==> src/rtl/instr_encoder_pkg.sv <==
// Shared definitions for the RV32 instruction encoder.
// Holds the imm_sel format codes, the NOP word emitted for illegal formats and an
// immediate decoder that recovers the sign-extended immediate from a packed word.
// Optional feature macro used by instr_encoder: INSTR_ENCODER_RANGE_CHECK_EN.
package instr_encoder_pkg;

  typedef enum logic [2:0] {
    ImmI = 3'b000,
    ImmS = 3'b001,
    ImmB = 3'b010,
    ImmU = 3'b011,
    ImmJ = 3'b100,
    ImmR = 3'b101
  } imm_sel_e;

  // addi x0, x0, 0
  localparam logic [31:0] NopInstr = 32'h0000_0013;

  // Recover the immediate carried by an encoded word of the given format.
  // R-type and illegal formats carry no immediate and decode to zero.
  function automatic logic [31:0] decode_imm(input logic [2:0] sel, input logic [31:0] ins);
    logic [31:0] val;
    val = '0;
    case (sel)
      ImmI: val = {{20{ins[31]}}, ins[31:20]};
      ImmS: val = {{20{ins[31]}}, ins[31:25], ins[11:7]};
      ImmB: val = {{19{ins[31]}}, ins[31], ins[7], ins[30:25], ins[11:8], 1'b0};
      ImmU: val = {ins[31:12], 12'h000};
      ImmJ: val = {{11{ins[31]}}, ins[31], ins[19:12], ins[20], ins[30:21], 1'b0};
      default: val = '0;
    endcase
    return val;
  endfunction

endpackage

==> src/rtl/instr_pack.sv <==
// Purely combinational RV32 field packer.
// Ports:
//   imm_sel  - format select (I/S/B/U/J/R, 110/111 illegal)
//   imm      - immediate; only the bits the format uses are packed
//   opcode, rd, rs1, rs2, funct3, funct7 - instruction fields
//   instr    - packed instruction word (NOP for illegal formats)
//   illegal  - set when imm_sel is not a defined format
module instr_pack
  import instr_encoder_pkg::*;
(
  input  logic [2:0]  imm_sel,
  input  logic [31:0] imm,
  input  logic [6:0]  opcode,
  input  logic [4:0]  rd,
  input  logic [4:0]  rs1,
  input  logic [4:0]  rs2,
  input  logic [2:0]  funct3,
  input  logic [6:0]  funct7,
  output logic [31:0] instr,
  output logic        illegal
);

  always_comb begin
    instr   = NopInstr;
    illegal = 1'b0;
    unique case (imm_sel)
      ImmI: instr = {imm[11:0], rs1, funct3, rd, opcode};
      ImmS: instr = {imm[11:5], rs2, rs1, funct3, imm[4:0], opcode};
      ImmB: instr = {imm[12], imm[10:5], rs2, rs1, funct3, imm[4:1], imm[11], opcode};
      ImmU: instr = {imm[31:12], rd, opcode};
      ImmJ: instr = {imm[20], imm[10:1], imm[11], imm[19:12], rd, opcode};
      ImmR: instr = {funct7, rs2, rs1, funct3, rd, opcode};
      default: begin
        instr   = NopInstr;
        illegal = 1'b1;
      end
    endcase
  end

endmodule

==> src/rtl/instr_encoder.sv <==
// Two-stage pipelined RV32 instruction encoder with valid/ready handshakes.
// S1 captures the request (and range-checks the immediate when enabled); S2 holds the
// packed word. An accepted request is presented on out_valid two cycles later.
// Optional feature: define INSTR_ENCODER_RANGE_CHECK_EN to flag out-of-range or
// misaligned immediates on err. Without it err only flags illegal imm_sel.
// Ports:
//   clk, rst_n          - clock, asynchronous active-low reset
//   in_valid, in_ready  - request handshake
//   imm_sel, imm, opcode, rd, rs1, rs2, funct3, funct7 - request fields
//   out_valid, out_ready - result handshake
//   instr, err          - result word and error flag
//   enc_count           - number of completed result handshakes (wraps)
module instr_encoder
  import instr_encoder_pkg::*;
#(
  parameter int unsigned CNT_W = 16
) (
  input  logic             clk,
  input  logic             rst_n,
  input  logic             in_valid,
  output logic             in_ready,
  input  logic [2:0]       imm_sel,
  input  logic [31:0]      imm,
  input  logic [6:0]       opcode,
  input  logic [4:0]       rd,
  input  logic [4:0]       rs1,
  input  logic [4:0]       rs2,
  input  logic [2:0]       funct3,
  input  logic [6:0]       funct7,
  output logic             out_valid,
  input  logic             out_ready,
  output logic [31:0]      instr,
  output logic             err,
  output logic [CNT_W-1:0] enc_count
);

  logic        s1_valid_q;
  logic [2:0]  s1_sel_q;
  logic [31:0] s1_imm_q;
  logic [6:0]  s1_opcode_q;
  logic [4:0]  s1_rd_q;
  logic [4:0]  s1_rs1_q;
  logic [4:0]  s1_rs2_q;
  logic [2:0]  s1_funct3_q;
  logic [6:0]  s1_funct7_q;
  logic        s1_rerr;

  logic             s2_valid_q;
  logic [31:0]      instr_q;
  logic             err_q;
  logic [CNT_W-1:0] cnt_q;

  logic        s2_load;
  logic        in_fire;
  logic        out_fire;
  logic [31:0] pack_instr;
  logic        pack_illegal;

  // S2 can take a new word when empty or when its current word leaves this cycle.
  always_comb begin
    s2_load  = !s2_valid_q || out_ready;
    in_ready = !s1_valid_q || s2_load;
    in_fire  = in_valid && in_ready;
    out_fire = s2_valid_q && out_ready;
  end

`ifdef INSTR_ENCODER_RANGE_CHECK_EN
  logic range_err;
  logic s1_rerr_q;

  // Immediate must fit the format's signed field; branch/jump offsets must be even,
  // and U immediates must have no low bits the encoding would drop.
  always_comb begin
    range_err = 1'b0;
    unique case (imm_sel)
      ImmI, ImmS: range_err = (imm[31:11] != {21{imm[11]}});
      ImmB:       range_err = (imm[31:12] != {20{imm[12]}}) || imm[0];
      ImmJ:       range_err = (imm[31:20] != {12{imm[20]}}) || imm[0];
      ImmU:       range_err = (imm[11:0] != 12'h000);
      default:    range_err = 1'b0;
    endcase
  end

  always_ff @(posedge clk or negedge rst_n) begin
    if (!rst_n) begin
      s1_rerr_q <= 1'b0;
    end else if (in_fire) begin
      s1_rerr_q <= range_err;
    end
  end

  assign s1_rerr = s1_rerr_q;
`else
  assign s1_rerr = 1'b0;
`endif

  instr_pack u_pack (
    .imm_sel (s1_sel_q),
    .imm     (s1_imm_q),
    .opcode  (s1_opcode_q),
    .rd      (s1_rd_q),
    .rs1     (s1_rs1_q),
    .rs2     (s1_rs2_q),
    .funct3  (s1_funct3_q),
    .funct7  (s1_funct7_q),
    .instr   (pack_instr),
    .illegal (pack_illegal)
  );

  always_ff @(posedge clk or negedge rst_n) begin
    if (!rst_n) begin
      s1_valid_q  <= 1'b0;
      s1_sel_q    <= '0;
      s1_imm_q    <= '0;
      s1_opcode_q <= '0;
      s1_rd_q     <= '0;
      s1_rs1_q    <= '0;
      s1_rs2_q    <= '0;
      s1_funct3_q <= '0;
      s1_funct7_q <= '0;
      s2_valid_q  <= 1'b0;
      instr_q     <= '0;
      err_q       <= 1'b0;
      cnt_q       <= '0;
    end else begin
      if (in_fire) begin
        s1_valid_q  <= 1'b1;
        s1_sel_q    <= imm_sel;
        s1_imm_q    <= imm;
        s1_opcode_q <= opcode;
        s1_rd_q     <= rd;
        s1_rs1_q    <= rs1;
        s1_rs2_q    <= rs2;
        s1_funct3_q <= funct3;
        s1_funct7_q <= funct7;
      end else if (s2_load) begin
        s1_valid_q <= 1'b0;
      end

      if (s2_load) begin
        s2_valid_q <= s1_valid_q;
        if (s1_valid_q) begin
          instr_q <= pack_instr;
          err_q   <= pack_illegal | s1_rerr;
        end
      end

      if (out_fire) begin
        cnt_q <= cnt_q + CNT_W'(1);
      end
    end
  end

  assign out_valid = s2_valid_q;
  assign instr     = instr_q;
  assign err       = err_q;
  assign enc_count = cnt_q;

endmodule

==> config.mk <==
export PLATFORM = sky130hd
export DESIGN_NAME = instr_encoder
export DESIGN_NICKNAME = d
export VERILOG_FILES = /design/src/rtl/instr_encoder_pkg.sv /design/src/rtl/instr_pack.sv /design/src/rtl/instr_encoder.sv
export SDC_FILE = /design/constraint.sdc
export NUM_CORES = 1
export LEC_CHECK = 0
export ABC_AREA = 1
export CORE_UTILIZATION = 51
export DETAILED_ROUTE_END_ITERATION = 16
export HOLD_SLACK_MARGIN = 0.06
export PLACE_DENSITY = 0.83
export SLEW_MARGIN = 20
export SYNTH_ARGS = -nofsm -noshare
export SYNTH_HDL_FRONTEND = slang
export SYNTH_HIERARCHICAL = 1
export SYNTH_SLANG_ARGS = --single-unit
==> constraint.sdc <==
create_clock -name clk -period 2 [get_ports clk]
set_input_delay 0.3 -clock clk [delete_from_list [all_inputs] [get_ports clk]]
set_output_delay 0.3 -clock clk [all_outputs]
set_load 0.005 [all_outputs]
Word level (Yosys, flattened, before mapping). Cells that the tools add are included.

Register bits after elaboration: 118. Bits of input ports: 71. Output and inout bits: 51. Logic and storage cells: 33.

Add/sub/neg operators: 1. Equality and inequality tests: 5. Mux-type cells: 4. Reduce and logical (&&, ||, !) cells: 10.

Operators with widths (count): 32-bit case mux with 6 select lines (1); 16-bit by 1-bit adder with 16-bit output, second input constant (1); 3-bit by 2-bit equality test with 1-bit output, second input constant (2); 3-bit equality test, second input constant (2); 6-bit OR reduction (1); 3-bit by 1-bit equality test with 1-bit output, second input constant (1); 3-bit logical NOT (1); 1-bit 2-to-1 mux (3); 1-bit logical AND (2); 1-bit logical NOT (2); 1-bit logical OR (2); 2-bit AND reduction (1); 2-bit nonzero test (1).

Longest topological paths before layout.
Depth after elaboration: 5. Mapped depth: 9. Gate-level depth less buffers: 9.

Modules after synthesis. Netlist, hierarchy kept.

Modules (own cells, without submodules): instr_encoder (instances 1, cells each 476, area an instance 4769.6 um2); instr_pack (instances 1, cells each 184, area an instance 810.8 um2).

Worst setup path after synthesis. OpenSTA, ideal clock, no wires.

Path kind: register to register. Start: reg s1_sel_q[1]. End: reg instr_q[0], in the netlist instr[0]. Library setup time: 0.125 ns. Data arrival time: 1.324 ns. Required time: 1.875 ns. Setup slack: 0.551 ns. Stages on the path, launching flop included: 7. Path buffers: 2. Period minus slack after synthesis: 1.449 ns. Cells stage by stage: dfrtp_1 buf_2 buf_6 nand2_1 inv_1 or2_2 mux2_2.

Cells in the longest elaborated chain, start to end: 2. Elaborated cells between the ends (all ways): 7. Those cells by class: 5 x eq/ne; 1 x mux; 1 x reduce/logical.

Ends and longest elaborated chain: start: declaration (RTL line instr_encoder.sv:38) `logic [2:0] s1_sel_q;`; start signal: assignment (RTL line instr_encoder.sv:128) `s1_sel_q <= imm_sel;`; 3-bit equality test, or another cell as far along (RTL line instr_pack.sv:26) `unique case (imm_sel)`; 32-bit case mux with 6 select lines * (RTL line instr_pack.sv:26); via pack_instr[0] (RTL line instr_encoder.sv:56) `logic [31:0] pack_instr;`; end signal: assignment (RTL line instr_encoder.sv:143) `instr_q <= pack_instr;`; end: declaration (RTL line instr_encoder.sv:49) `logic [31:0] instr_q;`.

Mark *: on every way through the listed nets, which the timed path passes. The rest lies on a longest branch. A chain may end at the register's enable or synchronous reset.

Final worst setup path.
Start: reg s2_valid_q, in the netlist out_valid. End: out in_ready.

Cells in the longest elaborated chain, start to end: 3.

Ends and longest elaborated chain: start: declaration (RTL line instr_encoder.sv:48) `logic s2_valid_q;`; start signal: assignment (RTL line instr_encoder.sv:141) `s2_valid_q <= s1_valid_q;`; 1-bit logical NOT (RTL line instr_encoder.sv:61) `s2_load = !s2_valid_q || out_ready;`; 1-bit logical OR (RTL line instr_encoder.sv:61); 1-bit logical OR (RTL line instr_encoder.sv:62) `in_ready = !s1_valid_q || s2_load;`; end: declaration (RTL line instr_encoder.sv:21) `output logic in_ready,`.

Every way passes these cells.

==> impl_metrics.csv <==
group,metric,value,unit
setup_path,end_kind,"output port",
global_routing,antenna_found_initial,0,
clock_network,cts_resized,0,
synth,syn_area,0.00558,mm^2
setup_path,cp_max_fo,4,
setup_path,rr_endpoint,"instr[15]",
final_layout,final_common_cell,"nand2_1",
timing,tightest_slew,0.545,ns
timing,worst_slack,0.127,ns
die,design.portCount,122,
die,core_area,0.0105,mm^2
final_layout,drive_gt1_frac,0.117,
clock_network,cts_buffers,17,
synth,synthAdderAreaFrac,0.00224,
power_and_ir_drop,p_int,0.00622,W
place,preCtsSetupSlack,0.200,ns
routing,viasPerCell,5.45,
hold_path,hold_class,"in2reg",
clock_network,clockRootBuffer,"clkbuf_8",
timing,maxSlewViolCount,0,
global_routing,grt_use_total,0.275,
timing,timing.fmax,534,MHz
routing,vias,5090,
timing,relSlewSlack,0.637,
routing,drt-wirelength-per-cell,15.9,um
die,initial_utilization,0.533,
die,die_y,107,um
routing,wirelength,14900,um
setup_path,r2r_slack,0.18,ns
timing,finalSetupTns,0,ns
clock_network,htree_levels,4,
routing,antenna_left,0,
setup_path,r2r.worst_path.cells,6,
die,dieArea,0.0114,mm^2
power_and_ir_drop,p_per_area,1150,mW/mm^2
power_and_ir_drop,swShare,0.286,
die,fp.dieW,107,um
synth,syn_inst,660,
final_layout,fin_area,0.00759,mm^2
place,port_buffers,121,
synth,synthMuxAreaShare,0.0666,
final_layout,fin_cells,934,
final_layout,fillCellCount,763,
timing,finalSetupViolCount,0,
routing,drc,0,
setup_path,cp-endpoint,"in_ready",
die,core.rowCount,37,
power_and_ir_drop,combPwrFrac,0.259,
timing,finClkSkew,0.00863,ns
global_routing,grt.overflow.total,0,
place,place_inst,902,
place,dpl_cell_area,0.00698,mm^2
clock_network,clockBufferDepth,2,
synth,postSynthNetCount,732,
setup_path,timing.rr.start,"s1_sel_q[1]",
global_routing,grt_pass1_vias,5095,
clock_network,clk_pin_slew,0.05,ns
clock_network,cts_tree,"yes",
setup_path,crit_start,"out_valid",
clock_network,clock_sinks,118,
timing,fin_crit,1.87,ns
setup_path,worstPathRequired,1.70,ns
status,status,"completed",
final_layout,area_growth,36.1,%
power_and_ir_drop,pwr-share-seq,0.383,
synth,synthDistinctLibCells,23,
power_and_ir_drop,power.switching,0.00249,W
power_and_ir_drop,finalPower,0.00871,W
synth,synth_top_family_by_area,"simple AND/OR/NAND/NOR gates",
clock_network,clk_latency,0.52,ns
final_layout,layout_common_cells,"nand2_1, clkdlybuf4s50_1, dfrtp_1",
timing,fin_crit_sh,0.936,
timing,rsz0062_at_grt,"no",
routing,dr.pass1.iters,5,
place,dpl.hpwl,10200,um
setup_path,cp.arrival,1.57,ns
final_layout,final_nets,858,
timing,hold_viol,0,
synth,synth_compound_area_frac,0.00897,
synth,ys_ff_latch,118,
power_and_ir_drop,p_clk_frac,0.358,
power_and_ir_drop,irDropWorstVdd,0.000586,V
power_and_ir_drop,p_leak,3.84,nW
run,cap_violations,0,
synth,synth_xor_xnor_area_share,0.0157,
synth,yosys.area_share.simple,0.308,
global_routing,grt_pass1_wl,23900,um
setup_path,worstSetupPathType,"reg2out",
routing,drt_iter0_markers,425,
synth,seq_area_frac_synth,0.529,
global_routing,grt_max_degree,51,
synth,synth.avg_cell_area,8.46,um^2
synth,yosysWarnings,6,
place,gp_congestion,0.881,
setup_path,crit_path_start_kind,"register",
final_layout,num_antenna_cells,0,
[critical path, cell delays in order, from the launching register on]
cell	delay (ns)
dfrtp_1	0.42
nand3_2	0.10
clkdlybuf4s50_1	0.53
[cell families (layout without fill, tap and decap cells)]
family          Yosys count  in the layout
simple gates            402            402
mux                      33             33
flops                   118            118
fa+ha+maj                 1              1
buf+inv                  86            224
compound gates           10             10
xor+xnor                 10             10
[layer usage]
layer | up-vias | global-route usage | share of wire
met1 | 2438 | 0.329 | 0.40
met4 | 0 | 0.126 | 0.025
li1 | 2366 | - | -
met3 | 41 | 0.0602 | 0.063
met5 | - | 0 | 0
met2 | 245 | 0.472 | 0.51
[Yosys cell counts]
cell / n / area, um^2
mux2_2: 33 / 372
xor2_1: 7 / 61.3
dfrtp_1: 118 / 2950
nand3_2: 1 / 10.0
nand2_2: 2 / 12.5
inv_1: 52 / 195
nand2_1: 249 / 935
nand3b_1: 1 / 7.51
nand3_1: 90 / 450
ha_1: 1 / 12.5
nand4_1: 23 / 144
buf_6: 4 / 45.0
clkbuf_1: 10 / 37.5
or2_2: 3 / 18.8
nor2_1: 27 / 101
nand3b_2: 1 / 11.3
buf_4: 5 / 37.5
nor2_2: 1 / 6.26
inv_2: 1 / 3.75
xnor2_1: 3 / 26.3
buf_2: 14 / 70.1
nor3_1: 4 / 20.0
o21ai_0: 10 / 50.1
[how the worst min path moves through the flow]
stage / from / end / slack [ns] / depth (start not counted)
2_1_floorplan: rst_n / enc_count[0] / 0.004 / 0
3_3_place_gp: rst_n / enc_count[9] / 0.31 / 1
3_5_place_dp: rst_n / enc_count[9] / 0.32 / 1
4_1_cts: in_valid / s1_funct7_q[6] / 0.24 / 3
5_1_grt: in_valid / s1_rs1_q[2] / 0.26 / 3
6_report: in_valid / s1_funct7_q[6] / 0.25 / 3
[flip-flops by register name (all words and copies together), names as in the netlist]
| name | flops |
|---|---|
| s1_rs1_q | 5 |
| enc_count | 16 |
| instr | 32 |
| s1_valid_q | 1 |
| s1_funct3_q | 3 |
| s1_opcode_q | 7 |
| out_valid | 1 |
| s1_imm_q | 32 |
| s1_rd_q | 5 |
| s1_rs2_q | 5 |
| s1_funct7_q | 7 |
| s1_sel_q | 3 |
| err | 1 |
[layout make-up]
cell class | instances | area, um^2 | area share
Sequential cell | 118 | 2950 | 0.389
Multi-Input combinational cell | 456 | 2240 | 0.295
Timing Repair Buffer | 140 | 1420 | 0.188
Clock buffer | 23 | 487 | 0.0641
Inverter | 53 | 199 | 0.0262
Tap cell | 136 | 170 | 0.0224
Clock inverter | 8 | 120 | 0.0158
[through the flow]
stage | util | hold WS [ns]
after floorplan | - | 0.00441
after global placement | 0.667 | 0.313
after detailed placement | 0.667 | 0.323
after CTS | 0.726 | 0.240
after global routing | 0.726 | 0.262
final | 0.726 | 0.247
[power by group through the flow]
stage,Sequential (W),Clock [W],Combinational (W)
finish,0.00334,0.00311,0.00226
CTS,0.00333,0.00313,0.00226
global placement,0.00332,0,0.00213
global route,0.00340,0.00324,0.00245
floorplan,0.00328,0,0.00104
detailed placement,0.00335,0,0.00222
[what timing repair did]
action	CTS	global route
hold buffers	1	0
setup buffers	0	0
hold endpoints to repair	36	0
No activity file was read; power rests on OpenSTA's default activity.
